$ cat src/rtl/result_bus_arbiter_pkg.sv
// Shared definitions for the reservation-station blocks: default widths,
// the broadcast lane layout, operation encodings and a small index helper.
package result_bus_arbiter_pkg;

   localparam int unsigned DEF_SIZE               = 32'd32;
   localparam int unsigned DEF_STATION_INDEX_SIZE = 32'd2;
   localparam int unsigned DEF_STATION_COUNT      = 32'd4;
   localparam int unsigned DEF_BUS_COUNT          = 32'd1;

   // Operation encodings shared with the execution units.
   typedef enum logic [2:0] {
      OP_ADD = 3'd0,
      OP_SUB = 3'd1,
      OP_AND = 3'd2,
      OP_OR  = 3'd3,
      OP_XOR = 3'd4,
      OP_SLL = 3'd5,
      OP_SRL = 3'd6,
      OP_SLT = 3'd7
   } op_e;

   // One broadcast lane at the default widths, as seen by stations and the
   // register file. Blocks built with other widths declare the same layout
   // locally from their own parameters.
   typedef struct packed {
      logic                              asserted;
      logic [DEF_STATION_INDEX_SIZE-1:0] source;
      logic [DEF_SIZE-1:0]               value;
   } bus_lane_t;

   // Increment a station index, wrapping at the station count (which need
   // not be a power of two).
   function automatic int unsigned wrap_inc(input int unsigned idx,
                                            input int unsigned count);
      int unsigned nxt;
      nxt = idx + 32'd1;
      if (nxt >= count) begin
         nxt = 32'd0;
      end else begin
         nxt = nxt;
      end
      return nxt;
   endfunction

endpackage

$ cat src/rtl/result_bus_arbiter_if.sv
// Station-side and bus-side signals of the result bus arbiter.
// Bit/element i of the station vectors belongs to station i.
interface result_bus_arbiter_if #(
   parameter int SIZE               = 32,
   parameter int STATION_INDEX_SIZE = 2,
   parameter int STATION_COUNT      = 4,
   parameter int BUS_COUNT          = 1
);

   logic [STATION_COUNT-1:0]      station_ready;
   logic [SIZE-1:0]               station_result  [STATION_COUNT];
   logic [STATION_COUNT-1:0]      station_release;
   logic [BUS_COUNT-1:0]          bus_asserted;
   logic [STATION_INDEX_SIZE-1:0] bus_source      [BUS_COUNT];
   logic [SIZE-1:0]               bus_value       [BUS_COUNT];

   // Arbiter side: consumes station results, drives the lanes and releases.
   modport master (
      input  station_ready,
      input  station_result,
      output station_release,
      output bus_asserted,
      output bus_source,
      output bus_value
   );

   // Station/dispatcher side.
   modport slave (
      output station_ready,
      output station_result,
      input  station_release,
      input  bus_asserted,
      input  bus_source,
      input  bus_value
   );

endinterface

$ cat src/rtl/result_bus_arbiter_round_robin_picker.sv
// Combinational round-robin search: returns the first set bit of the
// eligible mask at or after the pointer, wrapping at STATION_COUNT.
module round_robin_picker #(
   parameter int STATION_COUNT = 4,
   parameter int IDX_W         = 2
) (
   input  logic [STATION_COUNT-1:0] eligible_i,
   input  logic [IDX_W-1:0]         pointer_i,
   output logic [IDX_W-1:0]         index_o,
   output logic                     found_o
);

   // Two passes: stations from the pointer upward, then the wrapped part
   // below the pointer; the first hit wins.
   always_comb begin
      index_o = '0;
      found_o = 1'b0;
      for (int s = 0; s < STATION_COUNT; s++) begin
         if (!found_o && (s >= int'(pointer_i)) && eligible_i[s]) begin
            found_o = 1'b1;
            index_o = IDX_W'(s);
         end else begin
            found_o = found_o;
         end
      end
      for (int s = 0; s < STATION_COUNT; s++) begin
         if (!found_o && (s < int'(pointer_i)) && eligible_i[s]) begin
            found_o = 1'b1;
            index_o = IDX_W'(s);
         end else begin
            found_o = found_o;
         end
      end
   end

endmodule

$ cat src/rtl/result_bus_arbiter.sv
// Result bus arbiter: each cycle grants up to BUS_COUNT ready stations in
// round-robin order, broadcasts their results on registered lanes and
// pulses a one-cycle release back to the dispatcher.
module result_bus_arbiter
   import result_bus_arbiter_pkg::*;
#(
   parameter int SIZE               = 32,
   parameter int STATION_INDEX_SIZE = 2,
   parameter int STATION_COUNT      = 4,
   parameter int BUS_COUNT          = 1
) (
   input  logic                 clk,
   input  logic                 rst_n,
   result_bus_arbiter_if.master bus
);

   localparam int PTR_W = STATION_INDEX_SIZE;

   typedef struct packed {
      logic                          asserted;
      logic [STATION_INDEX_SIZE-1:0] source;
      logic [SIZE-1:0]               value;
   } lane_t;

   lane_t                    lane_q     [BUS_COUNT];
   lane_t                    lane_d     [BUS_COUNT];
   logic [STATION_COUNT-1:0] release_q;
   logic [STATION_COUNT-1:0] release_d;
   logic [PTR_W-1:0]         ptr_q;
   logic [PTR_W-1:0]         ptr_d;

   logic [STATION_COUNT-1:0] eligible_s;
   logic [STATION_COUNT-1:0] mask_s     [BUS_COUNT];
   logic [PTR_W-1:0]         pick_idx_s [BUS_COUNT];
   logic [BUS_COUNT-1:0]     pick_found_s;

   // A station shown on the bus this cycle still has ready high; the
   // release register keeps it from being granted twice in a row.
   assign eligible_s = bus.station_ready & ~release_q;
   assign mask_s[0]  = eligible_s;

   // Picker chain: every lane restarts at the pointer with the earlier
   // lanes' picks removed, so lane k gets the (k+1)-th eligible station.
   for (genvar k = 0; k < BUS_COUNT; k++) begin : g_lane
      round_robin_picker #(
         .STATION_COUNT (STATION_COUNT),
         .IDX_W         (PTR_W)
      ) u_picker (
         .eligible_i (mask_s[k]),
         .pointer_i  (ptr_q),
         .index_o    (pick_idx_s[k]),
         .found_o    (pick_found_s[k])
      );

      if (k < BUS_COUNT - 1) begin : g_mask
         assign mask_s[k+1] = mask_s[k] &
            ~(pick_found_s[k] ?
              ({{(STATION_COUNT-1){1'b0}}, 1'b1} << pick_idx_s[k]) :
              {STATION_COUNT{1'b0}});
      end

      assign bus.bus_asserted[k] = lane_q[k].asserted;
      assign bus.bus_source[k]   = lane_q[k].source;
      assign bus.bus_value[k]    = lane_q[k].value;
   end

   assign bus.station_release = release_q;

   // Next lane contents, release pulses and pointer; grants form a prefix
   // of the lanes, so the last granted lane sets the new pointer.
   always_comb begin
      release_d = '0;
      ptr_d     = ptr_q;
      for (int k = 0; k < BUS_COUNT; k++) begin
         lane_d[k] = '0;
         if (pick_found_s[k]) begin
            lane_d[k].asserted = 1'b1;
            lane_d[k].source   = STATION_INDEX_SIZE'(pick_idx_s[k]);
            for (int s = 0; s < STATION_COUNT; s++) begin
               if (pick_idx_s[k] == PTR_W'(s)) begin
                  lane_d[k].value = bus.station_result[s];
                  release_d[s]    = 1'b1;
               end else begin
                  release_d[s] = release_d[s];
               end
            end
            ptr_d = PTR_W'(wrap_inc(32'(pick_idx_s[k]), 32'(STATION_COUNT)));
         end else begin
            lane_d[k] = '0;
         end
      end
   end

   // Lane, release and pointer registers; reset drops any pending
   // broadcast and restarts arbitration at station 0.
   always_ff @(posedge clk or negedge rst_n) begin
      if (!rst_n) begin
         for (int k = 0; k < BUS_COUNT; k++) begin
            lane_q[k] <= '0;
         end
         release_q <= '0;
         ptr_q     <= '0;
      end else begin
         for (int k = 0; k < BUS_COUNT; k++) begin
            lane_q[k] <= lane_d[k];
         end
         release_q <= release_d;
         ptr_q     <= ptr_d;
      end
   end

endmodule

$ cat src/flat_wrapper.sv
// flat-port wrapper written by rule: the top's interface ports become plain ports
module result_bus_arbiter_flat import result_bus_arbiter_pkg::*;
#(
   parameter int SIZE               = 32,
   parameter int STATION_INDEX_SIZE = 2,
   parameter int STATION_COUNT      = 4,
   parameter int BUS_COUNT          = 1
)
  (clk, rst_n, bus_station_ready, bus_station_result, bus_station_release, bus_bus_asserted, bus_bus_source, bus_bus_value);
  result_bus_arbiter_if #(.SIZE(SIZE), .STATION_INDEX_SIZE(STATION_INDEX_SIZE), .STATION_COUNT(STATION_COUNT), .BUS_COUNT(BUS_COUNT)) bus_i ();
  input  logic clk;
  input  logic rst_n;
  input wire logic [$bits(bus_i.station_ready)-1:0] bus_station_ready;
  input wire logic [$bits(bus_i.station_result)-1:0] bus_station_result;
  output wire logic [$bits(bus_i.station_release)-1:0] bus_station_release;
  output wire logic [$bits(bus_i.bus_asserted)-1:0] bus_bus_asserted;
  output wire logic [$bits(bus_i.bus_source)-1:0] bus_bus_source;
  output wire logic [$bits(bus_i.bus_value)-1:0] bus_bus_value;
  assign bus_i.station_ready = bus_station_ready;
  assign bus_i.station_result = {>>{bus_station_result}};
  assign bus_station_release = bus_i.station_release;
  assign bus_bus_asserted = bus_i.bus_asserted;
  assign bus_bus_source = {>>{bus_i.bus_source}};
  assign bus_bus_value = {>>{bus_i.bus_value}};
  result_bus_arbiter #(.SIZE(SIZE), .STATION_INDEX_SIZE(STATION_INDEX_SIZE), .STATION_COUNT(STATION_COUNT), .BUS_COUNT(BUS_COUNT)) u_core (.clk(clk), .rst_n(rst_n), .bus(bus_i));
endmodule
$ cat config.mk
export PLATFORM = sky130hd
export DESIGN_NAME = result_bus_arbiter_flat
export DESIGN_NICKNAME = d
export VERILOG_FILES = /design/src/rtl/result_bus_arbiter_pkg.sv /design/src/rtl/result_bus_arbiter_if.sv /design/src/rtl/result_bus_arbiter_round_robin_picker.sv /design/src/rtl/result_bus_arbiter.sv /design/src/flat_wrapper.sv
export SDC_FILE = /design/constraint.sdc
export NUM_CORES = 1
export LEC_CHECK = 0
export CAP_MARGIN = 15
export CORE_MARGIN = 3
export CORE_UTILIZATION = 50
export DETAILED_ROUTE_END_ITERATION = 16
export DONT_BUFFER_PORTS = 1
export GPL_TIMING_DRIVEN = 0
export PLACE_DENSITY_LB_ADDON = 0.25
export RECOVER_POWER = 50
export SLEW_MARGIN = 10
export SYNTH_ARGS = -nofsm -noshare
export SYNTH_HDL_FRONTEND = slang
export SYNTH_SLANG_ARGS = --single-unit
$ cat constraint.sdc
create_clock -name clk -period 2.7 [get_ports clk]
set_input_delay 0.405 -clock clk [delete_from_list [all_inputs] [get_ports clk]]
set_output_delay 0.405 -clock clk [all_outputs]
set_load 0.05 [all_outputs]
==> impl_metrics.json, run 1 <==
{
  "drv_cap": 0,
  "synth.most_common_cell": "dfrtp_1",
  "min_period_over_period_pct": 99.3,
  "drive_gt1_share_pct": 29.0,
  "fin_ws_ps": 20.2,
  "cp-start-kind": "register",
  "n_fill_cell": 353,
  "vias": 2191,
  "die_area_um2": 5570,
  "wire_per_inst_um": 22.2,
  "nNetsFinal": 416,
  "cts-buffers-inserted": 5,
  "clk_pin_slew_worst_paths_ps": 80,
  "worstReg2RegStart": "u_core.bus.station_release[0]",
  "portBuffers": 0,
  "hold_viol": 0,
  "viasPerCell": 6.62,
  "netlist_instances": 262,
  "status": "completed",
  "die_w_um": 74.7,
  "max-slew-margin-rel_pct": 29.7,
  "synth-async-reset-ratio_pct": 100,
  "drt_iter0_drc": 64,
  "hold_path_class": "input pin to register",
  "syn_to_final_growth_pct": 22.3,
  "peakVddDrop_mv": 0.723,
  "grt_pass1_wl_um": 10100,
  "gp_congestion": 0.780,
  "ys.flop_type": "dfrtp_1",
  "ant_nets": 0,
  "p_per_area_nw_per_um2": 1740,
  "synth_area_per_cell_um2": 9.00,
  "antenna_found_initial": 0,
  "ctsHtreeMaxLevel": 2,
  "route.detailed.drc": 0,
  "synthDominantCellAreaShare_pct": 43.5,
  "placementRows": 24,
  "grt_pass1_vias": 2007,
  "globalRouteOverflowTotal": 0,
  "synth_warnings": 0,
  "path_max_fanout": 10,
  "synth_seq_cells": 41,
  "r2r_end": "u_core.bus.bus_value[24]",
  "tritoncts": "yes",
  "clock_latency_ps": 290,
  "die_h_um": 74.7,
  "min_from": "bus_station_result[22]",
  "pin_count": 173,
  "synth_cell_types": 27,
  "fin_crit_ps": 2680,
  "dp_hpwl_um": 4960,
  "cp.arrival_ps": 2830,
  "syn_area_um2": 2360,
  "slew_viol_final": 0,
  "initial_core_util_pct": 53.0,
  "grt_usage_pct": 24.0,
  "ys_seq_area_share_pct": 43.5,
  "critPathRequiredTime_ps": 2850,
  "multi_input_area_um2": 1330,
  "cts_sinks": 41,
  "final-seq-area_um2": 1030,
  "cellLeakagePower_uw": 0.00135,
  "whs_path_depth": 2,
  "clockRootBuffer": "clkbuf_8",
  "grt_start_max_net_pins": 42,
  "critPathKind": "register to register",
  "drt-total-wl_um": 7360,
  "worstRegToRegCells": 11,
  "setup_violations": 0,
  "fin_skew_ps": 5.56,
  "synthTopCellsByCount": "41 x dfrtp_1, 37 x a21oi_1, 34 x inv_1",
  "fin_setup_tns_ps": 0,
  "rsz0062_at_grt": "yes",
  "antenna_cells": 0,
  "pre_cts_ws_ps": -368,
  "synth-edff-count": 0,
  "design.core.area_um2": 4440,
  "hold_end": "u_core.bus.bus_value[22]",
  "clock_path_buffers": 2,
  "yosysTopAreaCell": "dfrtp_1",
  "synthTopCellsByArea": "dfrtp_1 44%, a211o_1 12%, a221oi_1 12%, a21oi_1 7.9%, inv_1 5.4%",
  "fmax_ghz": 0.373,
  "crit_path_end_kind": "register",
  "syn_nets": 400,
  "dr.pass1.iters": 4,
  "reg2reg_slack_ps": 20,
  "worstMarginPinSlew_ps": 1050
}
## layout by cell type (no fill, tap or decap), drive strengths merged, types with 3 or more instances in the layout
cell type,n
and2,4
a211o,31
dfrtp,41
nand2,32
o21ai,3
clkbuf,24
nor2b,5
a21oi,37
nor2,3
a221oi,31
inv,35
buf,14
ha,4
## report_power, final
part,switching [uW],internal (uW)
sequential,1090,905
combinational,1370,1280
clock,209,179
total,2670,2360
## critical path, cell delays in order (launching register included)
cell and delay (ps):
dfrtp_2 540, and3b_2 280, o21ba_4 210, a311oi_4 340, inv_2 70, ha_2 200, nor2b_4 130, buf_12 140
buf_8 140, a221oi_1 280, a211o_1 140, a21oi_1 60
## cells by family after synthesis
kind of cell,synth area share (%)
DFF,43.5
adders and majority gates,2.12
and+or+nand+nor,10.8
AOI/OAI and AO/OA,33.9
buffers and inverters,9.66
## worst max path at each step
stage,slack [ps],cells past startpoint,start,end
3_3_place_gp,-270,9,u_core.bus.station_release[3],u_core.bus.bus_value[17]
2_1_floorplan,130,9,u_core.bus.station_release[0],u_core.bus.bus_value[22]
6_report,20,11,u_core.bus.station_release[0],u_core.bus.bus_value[24]
4_1_cts,4,11,u_core.bus.station_release[0],u_core.bus.bus_value[24]
3_5_place_dp,-370,9,u_core.bus.station_release[3],u_core.bus.bus_value[17]
5_1_grt,-50,11,u_core.bus.station_release[0],u_core.bus.bus_value[12]
## metrics by stage
step / cells / hold WS, ps / utilization, % / instance area, um2 / total power (uW)
after floorplan: 262 / 109 / - / 2360 / 3550
after global placement: 314 / 110 / 54.5 / 2420 / 3980
after detailed placement: 314 / 110 / 54.5 / 2420 / 4000
after CTS: 324 / 240 / 58.6 / 2610 / 4500
after global routing: 331 / 237 / 64.9 / 2880 / 5360
final: 331 / 249 / 64.9 / 2880 / 5030
## registers in the layout, indices dropped and copies added, names as in the netlist
| register | count |
|---|---|
| u_core.bus.bus_asserted | 1 |
| u_core.bus.bus_source | 2 |
| u_core.bus.bus_value | 32 |
| u_core.bus.station_release | 4 |
| u_core.ptr_q | 2 |
## what timing repair did
action | 4_1_cts | 5_1_grt
gates cloned | 0 | 2
pin swaps | 1 | 10
buffers inserted | 0 | 5
resized for setup | 24 | 63
hold endpoints to repair | 41 | 0
endpoints found under the setup margin | 31 | 31
hold buffers | 2 | 0
## area by class of cell
type,count,share of cell area (%)
clock buffers,6,2.52
inverters,35,4.56
repair buffers,9,3.38
clock inverters,2,0.347
flip-flops and latches,41,35.7
multi-input cells,162,46.0
plain buffers,24,5.16
well taps,52,2.26
## routing by layer
layer  wire [um]  vias up  share of wire [%]  GRT usage, %
met5           0        -                  0             0
met4         217        0                2.9          7.71
met3         724       17                9.8          7.74
met2        3630      124                 49          40.6
li1            -      980                  -             -
met1        2790     1070                 38          29.1
No activity file was read; power rests on OpenSTA's default activity.
==> inputs of run 2 (changes only) <==
==> constraint.sdc (replaced) <==
create_clock -name clk -period 2.7 [get_ports clk]
set_input_delay 0.54 -clock clk [delete_from_list [all_inputs] [get_ports clk]]
set_output_delay 0.54 -clock clk [all_outputs]
set_load 0.05 [all_outputs]
==> impl_metrics.json, run 2 (synthesized netlist as in run 1, its figures left out) <==
{
  "min_period_over_period_pct": 97.8,
  "grt_pass1_vias": 1999,
  "final_common_cell": "dfrtp_1",
  "route.detailed.drc": 0,
  "crit_buf_inv": 3,
  "cts-buffers-inserted": 5,
  "fmax_ghz": 0.379,
  "path_cells": "and3b_1 -> o21ba_2 -> a311oi_4 -> inv_2 -> ha_2 -> nor2b_4 -> buf_4 -> buf_6 -> a221oi_1 -> a211o_1 -> a21oi_1",
  "final_cell_mix": "37 x dfrtp_1, 36 x a21oi_1, 33 x inv_1",
  "worstRegToRegCells": 11,
  "die_area_um2": 5570,
  "critPathSlowestCell": "dfrtp_2",
  "viasPerCell": 6.59,
  "peakVddDrop_mv": 0.728,
  "syn_to_final_growth_pct": 21.8,
  "drv_cap": 1,
  "design.core.area_um2": 4440,
  "wire_per_inst_um": 21.7,
  "drt_iter0_drc": 90,
  "critPathRequiredTime_ps": 2850,
  "max-slew-margin-rel_pct": -29.3,
  "globalRouteOverflowTotal": 0,
  "max_stage_delay_ps": 540,
  "setup_violations": 0,
  "die_h_um": 74.7,
  "antenna_found_initial": 0,
  "r2r_end": "u_core.bus.bus_value[24]",
  "grt_start_max_net_pins": 42,
  "vias": 2189,
  "hold_path_class": "input pin to register",
  "clockRootBuffer": "clkbuf_8",
  "cp.arrival_ps": 2790,
  "hold_viol": 0,
  "path_max_fanout": 10,
  "drive_gt1_share_pct": 28.6,
  "fin_skew_ps": 7.89,
  "portBuffers": 0,
  "whs_path_depth": 2,
  "clk_pin_slew_worst_paths_ps": 80,
  "worstReg2RegStart": "u_core.bus.station_release[0]",
  "placementRows": 24,
  "tritoncts": "yes",
  "dp_hpwl_um": 4960,
  "die_w_um": 74.7,
  "placed_area_um2": 2420,
  "worstMarginPinSlew_ps": 1940,
  "grt_pass1_wl_um": 10000,
  "drt-total-wl_um": 7210,
  "slew_viol_final": 42,
  "nNetsFinal": 417,
  "pin_count": 173,
  "antenna_cells": 0,
  "grt_usage_pct": 23.9,
  "ant_nets": 0,
  "hold_end": "u_core.bus.bus_value[30]",
  "clock_path_buffers": 2,
  "fin_crit_ps": 2640,
  "largest_register_ffs": 32,
  "ctsHtreeMaxLevel": 2,
  "min_from": "bus_station_result[30]",
  "reg2reg_slack_ps": 60,
  "initial_core_util_pct": 53.0,
  "n_fill_cell": 351,
  "cp_top_family": "compound AO/OA/AOI/OAI gates",
  "timing.hold.ws_ps": 385,
  "clock_latency_ps": 290,
  "critPathKind": "register to register",
  "cellLeakagePower_uw": 0.00134,
  "finalInstanceArea_um2": 2870,
  "violations": "capacitance limit, slew limit",
  "crit_path_end_kind": "register",
  "cts_sinks": 41,
  "p_per_area_nw_per_um2": 1740,
  "gp_congestion": 0.780,
  "status": "finished with violations",
  "dr.pass1.iters": 4,
  "cp-start-kind": "register"
}
## run 2: stage by stage
stage               cells  setup TNS (ps)  setup slack [ps]  total power, uW  util [%]
detailed placement    314           -8570              -368             4000      54.5
global placement      314           -6700              -271             3980      54.5
finish                332               0              59.8             5010      64.6
global route          332           -47.8             -13.1             5340      64.6
CTS                   323               0              3.74             4500      58.4
floorplan             262               0               134             3550         -
## run 2: what timing repair did
item,in CTS,in global routing
hold buffers,1,0
endpoints found under the setup margin,31,31
pin swaps,1,4
gates cloned,0,2
endpoints found under the hold margin,41,0
setup buffers,0,7
resized for setup,24,59
## run 2: cell type report
type,count,area (um2),area share (%)
Sequential cell,41,1030,35.9
Multi-Input combinational cell,162,1320,45.9
Clock inverter,2,10.0,0.349
Timing Repair Buffer,10,95.1,3.31
Inverter,35,131,4.58
Clock buffer,6,72.6,2.53
Tap cell,52,65.1,2.27
Buffer,24,148,5.14
## run 2: power breakdown
| group | leakage, uW | total [uW] | switching (uW) | internal (uW) |
|---|---|---|---|---|
| Sequential | 0.000506 | 1990 | 1090 | 905 |
| Clock | 0.0000450 | 391 | 212 | 179 |
| Combinational | 0.000793 | 2620 | 1360 | 1270 |
## run 2: how the worst max path moves through the flow
stage	startpoint	end	slack (ps)	depth (start not counted)
floorplan	u_core.bus.station_release[0]	u_core.bus.bus_value[22]	130	9
finish	u_core.bus.station_release[0]	u_core.bus.bus_value[24]	60	11
global placement	u_core.bus.station_release[3]	u_core.bus.bus_value[17]	-270	9
detailed placement	u_core.bus.station_release[3]	u_core.bus.bus_value[17]	-370	9
CTS	u_core.bus.station_release[0]	u_core.bus.bus_value[24]	4	11
global route	u_core.bus.station_release[0]	u_core.bus.bus_value[26]	-10	11
## run 2: worst reg2reg max path: stages (launching register included)
cell and delay, ps:
dfrtp_2 540, and3b_1 230, o21ba_2 230, a311oi_4 330, inv_2 70, ha_2 200, nor2b_4 130, buf_4 130
buf_6 150, a221oi_1 290, a211o_1 140, a21oi_1 60
## run 2: layer usage
layer / global-route usage, % / share of wire, % / up-vias
li1: - / - / 985
met1: 29.0 / 37 / 1068
met2: 40.3 / 51 / 128
met3: 7.74 / 11 / 8
met4: 7.71 / 1.4 / 0
met5: 0 / 0 / -
